===== src/rtl/reg_bank_rd_pkg.sv =====
// reg_bank_rd_pkg: constants and types shared by the register bank and its
// response queue. The queue depth is fixed at two, which is the smallest
// depth that keeps full read throughput with a registered req_rdy.
package reg_bank_rd_pkg;

  localparam int RESP_DEPTH = 2;

  // Occupancy of the response queue, 0..RESP_DEPTH
  typedef logic [1:0] count_t;

  // Address width for a bank of nregs entries (at least one bit)
  function automatic int addr_width(input int nregs);
    return (nregs > 1) ? $clog2(nregs) : 1;
  endfunction

endpackage


===== src/rtl/reg_bank_rd_queue.sv =====
// reg_bank_rd_queue: two-entry FIFO with val/rdy on both sides.
// enq_rdy_o depends only on registered occupancy, so there is no
// combinational path from the dequeue side back to the enqueue side.
module reg_bank_rd_queue
  import reg_bank_rd_pkg::*;
#(
  parameter int NBITS = 32
) (
  input  logic             clk,
  input  logic             reset,
  input  logic             enq_val_i,
  output logic             enq_rdy_o,
  input  logic [NBITS-1:0] enq_data_i,
  output logic             deq_val_o,
  input  logic             deq_rdy_i,
  output logic [NBITS-1:0] deq_data_o
);

  logic [NBITS-1:0] entries_q [RESP_DEPTH];
  logic             head_q, head_d;
  logic             tail_q, tail_d;
  count_t           count_q, count_d;
  logic             enqFire, deqFire;

  assign enq_rdy_o  = (count_q < count_t'(RESP_DEPTH));
  assign deq_val_o  = (count_q != count_t'(0));
  assign deq_data_o = entries_q[head_q];
  assign enqFire    = enq_val_i && enq_rdy_o;
  assign deqFire    = deq_val_o && deq_rdy_i;

  // Next-state for the ring pointers and occupancy
  always_comb begin
    head_d  = head_q;
    tail_d  = tail_q;
    count_d = count_q;
    if (enqFire) tail_d = ~tail_q;
    if (deqFire) head_d = ~head_q;
    if (enqFire && !deqFire) count_d = count_q + count_t'(1);
    if (deqFire && !enqFire) count_d = count_q - count_t'(1);
  end

  // Pointer/count registers; reset empties the queue
  always_ff @(posedge clk or posedge reset) begin
    if (reset) begin
      head_q  <= 1'b0;
      tail_q  <= 1'b0;
      count_q <= '0;
    end else begin
      head_q  <= head_d;
      tail_q  <= tail_d;
      count_q <= count_d;
    end
  end

  // Entry storage; cleared on reset so the head reads zero out of reset
  always_ff @(posedge clk or posedge reset) begin
    if (reset) begin
      for (int i = 0; i < RESP_DEPTH; i++) entries_q[i] <= '0;
    end else if (enqFire) begin
      entries_q[tail_q] <= enq_data_i;
    end
  end

endmodule


===== src/rtl/reg_bank_rd.sv =====
// reg_bank_rd: register bank with a plain write-enable write port and a
// val/rdy read port answered through a two-entry response queue.
// Build option REG_BANK_RD_BYPASS_EN: when defined, a read accepted on the
// same edge as a write to the same address returns the newly written data;
// otherwise it returns the value held before the write.
module reg_bank_rd
  import reg_bank_rd_pkg::*;
#(
  parameter  int NBITS = 32,
  parameter  int NREGS = 8,
  localparam int AW    = addr_width(NREGS)
) (
  input  logic             clk,
  input  logic             reset,
  input  logic             w,
  input  logic [AW-1:0]    waddr,
  input  logic [NBITS-1:0] d,
  input  logic             req_val,
  output logic             req_rdy,
  input  logic [AW-1:0]    req_addr,
  output logic             resp_val,
  input  logic             resp_rdy,
  output logic [NBITS-1:0] resp_data
);

  logic [NBITS-1:0] regs_q [NREGS];
  logic [NBITS-1:0] rdData;

  // Storage array; all entries return to zero on reset
  always_ff @(posedge clk or posedge reset) begin
    if (reset) begin
      for (int i = 0; i < NREGS; i++) regs_q[i] <= '0;
    end else if (w) begin
      regs_q[waddr] <= d;
    end
  end

  // Read data captured into the queue on request acceptance
  always_comb begin
    rdData = regs_q[req_addr];
`ifdef REG_BANK_RD_BYPASS_EN
    if (w && (waddr == req_addr)) rdData = d;
`endif
  end

  reg_bank_rd_queue #(
    .NBITS(NBITS)
  ) u_queue (
    .clk        (clk),
    .reset      (reset),
    .enq_val_i  (req_val),
    .enq_rdy_o  (req_rdy),
    .enq_data_i (rdData),
    .deq_val_o  (resp_val),
    .deq_rdy_i  (resp_rdy),
    .deq_data_o (resp_data)
  );

endmodule


===== config.mk =====
export PLATFORM = sky130hd
export DESIGN_NAME = reg_bank_rd
export DESIGN_NICKNAME = d
export VERILOG_FILES = /design/src/rtl/reg_bank_rd_pkg.sv /design/src/rtl/reg_bank_rd_queue.sv /design/src/rtl/reg_bank_rd.sv
export SDC_FILE = /design/constraint.sdc
export NUM_CORES = 1
export LEC_CHECK = 0
export ABC_AREA = 1
export CAP_MARGIN = 20
export CORE_MARGIN = 3
export CORE_UTILIZATION = 60
export CTS_BUF_LIST = sky130_fd_sc_hd__clkbuf_8
export DETAILED_ROUTE_END_ITERATION = 12
export PLACE_DENSITY = 0.89
export SYNTH_ARGS = -nofsm -noshare
export SYNTH_HDL_FRONTEND = slang
export SYNTH_HIERARCHICAL = 1
export SYNTH_SLANG_ARGS = --single-unit
export TNS_END_PERCENT = 20

===== constraint.sdc =====
create_clock -name clk -period 15.2 [get_ports clk]
set_clock_uncertainty 0.1 [all_clocks]
set_input_delay 3.04 -clock clk [delete_from_list [all_inputs] [get_ports clk]]
set_output_delay 3.04 -clock clk [all_outputs]
set_load 0.01 [all_outputs]

==> flow_summary.ini <==
[outcome]
status = finished clean

[timing]
timing.setup.tns_ns = 0
rsz0062_at_grt = false
drv_slew = 0
relSlewSlack_pct = 25.5
fmax_ghz = 0.169
hold_viol_final = 0
setup_viol_count_final = 0
fin_crit_ns = 5.93
fin_crit_sh_pct = 39.0
tightest_slew_ns = 1.12
fin_ws_ns = 9.27

[route]
met3_wirelength_mm = 3.12
wl_mm = 37.3
route.top_layer_used = met4
route.detailed.drc = 0
ant_nets = 0
drt_iter0_drc = 1643
vias = 13300
drt-pass1-iter-count = 6
viasPerCell = 5.33
wl_met1_mm = 16.1
wire_per_inst_um = 15.0
met2WireLength_mm = 17.2

[critical_path]
crit_chain = buf_4 -> inv_1 -> nand2_1 -> nand2_1 -> clkdlybuf4s50_1
startpoint = u_queue/head_q
critPathLaunchType = flip-flop
cpMostUsedCell = nand2_1
worstSetupPathDepth = 5
worstPathBufferInverterCount = 3
cp_top_family = buffers and inverters
worstReg2RegStart = u_queue/head_q
crit_path_max_fanout = 34
arrival_ns = 2.79
crit_path_max_incr_delay_ns = 0.83
critPathSlowestCell = inv_1
critical_path_class = reg -> out
r2r_cells = 4
critPathCaptureType = output port
crit_required_ns = 12.06
endpoint = resp_data[6]
r2r_end = u_queue/head_q
r2r_setup_slack_ns = 13.33

[placement]
gp_congestion = 0.781
dp_hpwl_mm = 21.4
place_worst_setup_slack_ns = 9.75
io_buffers = 76
place_inst = 2395

[floorplanning]
die_width_um = 167
initial_core_util_pct = 61.5
dieArea_sq_mm = 0.0279
rows = 58
die_height_um = 167
ioPinCount = 77
core_sq_mm = 0.0253

[final_layout]
final_util_pct = 69.0
fill_cells = 1906
diodes = 0
seqCellArea_sq_mm = 0.00811
area_growth_pct = 12.2
multi_input_area_sq_mm = 0.00565
stdcell_count = 2488
layout-drive-gt1-share_pct = 6.44
fin_nets = 2162

[min_path]
worstHoldPathType = reg -> reg
hold_path_depth = 2

[yosys]
syn-cell-area_sq_mm = 0.0156
synth_cells = 2086
synthesis.nets = 2130
synthMuxAreaShare_pct = 0
synth_compound_area_share_pct = 10.8
ys.warnings.count = 6
avgSynthCellArea_sq_um = 7.46
synth_simple_gate_area_share_pct = 25.3
synth-xor-area-share_pct = 0.0563
ys_seq_elements = 324
synth_fa_ha_area_share_pct = 0.0804
synth_top_family_by_area = simple AND/OR/NAND/NOR gates
ys_seq_area_share_pct = 52.1
ys_types = 25

[clock_tree]
cts_root_buffer = clkbuf_8
cts_sinks = 324
insertion_delay_ns = 0.56
cts_resized = 0
htree_levels = 2
ctsLongestPathBuffers = 3
path_clk_slew_ns = 0.06
holdBufCountCts = 0
cts_buffers = 51
post-cts-setup-buffers = 0
cts_tree = done

[grt]
grt_use_total_pct = 26.5
grt_start_max_net_pins = 103
grt_pass1_wl_mm = 61.6
overflow = 0
antenna_found_initial = 0
grt_pass1_vias = 12800

[power_and_ir_drop]
power_density_mw_per_mm2 = 152
p_leak_nw = 9.46
finalPower_mw = 2.66
ir_drop_v = 0.000142

[job]
maxCapViolCount = 0
==> cells in the final DEF, fill, tap and decap left out <==
cell and count:
dfrtp_1 324, clkbuf_8 73, nand3_1 130, nor2_4 1
nand2_2 6, nand3_4 1, nor3_4 1, nand3_2 1
xnor2_1 1, buf_4 21, clkdlybuf4s50_1 74, nand3b_1 1
nor2_1 3, inv_1 343, inv_8 1, o21ai_0 284
nand2_1 844, nand4_1 1, bufinv_16 2, o21ai_1 13
inv_2 3, ha_1 1, clkinv_4 1, o21ai_2 23
clkinv_2 5
==> cell type report <==
class	instances	share of cell area, %
clock buffer	73	5.75
clock inverter	20	0.788
inverter	335	7.25
multi-input combinational	1311	32.3
sequential	324	46.4
tap	330	2.36
timing repair buffer	95	5.14
==> kinds of logic (layout without fill, tap and decap cells) <==
| group | after synthesis | in the layout |
|---|---|---|
| fa+ha+maj | 1 | 1 |
| buf+inv | 451 | 523 |
| simple gates | 989 | 989 |
| flops | 324 | 324 |
| compound gates | 320 | 320 |
| xor+xnor | 1 | 1 |
==> synthesized netlist by cell type <==
master	instances	area share (%)
inv_1	333	8.0
inv_2	2	0.048
ha_1	1	0.080
xnor2_1	1	0.056
o21ai_2	23	1.3
nor2_4	1	0.072
buf_4	3	0.14
dfrtp_1	324	52
nand3_1	130	4.2
nand3_4	1	0.11
nand3b_1	1	0.048
buf_8	1	0.096
nand2_1	845	20
nand3_2	1	0.064
o21ai_0	284	9.1
nand2_2	5	0.20
nand4_1	1	0.040
clkbuf_2	4	0.13
clkbuf_1	47	1.1
buf_1	10	0.24
buf_2	46	1.5
nor3_4	1	0.10
nor2_1	3	0.072
buf_6	5	0.36
o21ai_1	13	0.42
==> worst min-delay path: stages, from the launching register on <==
cell     delay [ns]
dfrtp_1        0.34
nand2_1        0.05
o21ai_0        0.06
==> sequential cells by signal, summed over array words and instances (netlist names) <==
| signal | cells |
|---|---|
| regs_q | 256 |
| u_queue/count_q | 2 |
| u_queue/head_q | 1 |
| u_queue/entries_q | 64 |
| u_queue/tail_q | 1 |
==> power breakdown <==
part           internal, mW  leakage (nW)  switching [mW]  total [mW]
clock network         0.458         0.642           0.336       0.794
logic                 0.277          4.74           0.409       0.687
registers              1.07          4.08           0.108        1.18
==> how the worst min path moves through the flow <==
stage / startpoint / end / slack (ns)
after global placement: regs_q[211] / regs_q[211] / 0.36
after detailed placement: u_queue/entries_q[55] / u_queue/entries_q[55] / 0.37
after global routing: regs_q[165] / regs_q[165] / 0.39
final: regs_q[151] / regs_q[151] / 0.38
after CTS: u_queue/entries_q[41] / u_queue/entries_q[41] / 0.39
after floorplan: u_queue/entries_q[0] / u_queue/entries_q[0] / 0.35
==> routing by layer <==
layer,up-vias,GRT usage [%]
met1,6217,37.1
met3,76,4.65
met5,-,0
li1,6407,-
met2,560,42.2
met4,0,9.07
==> through the flow <==
step           hold slack [ns]  cell area (sq um)
2_1_floorplan            0.353              15600
3_3_place_gp             0.365              16300
3_5_place_dp             0.370              16300
4_1_cts                  0.385              17500
5_1_grt                  0.394              17500
6_report                 0.384              17500
Power figures use the tool's default switching activity.
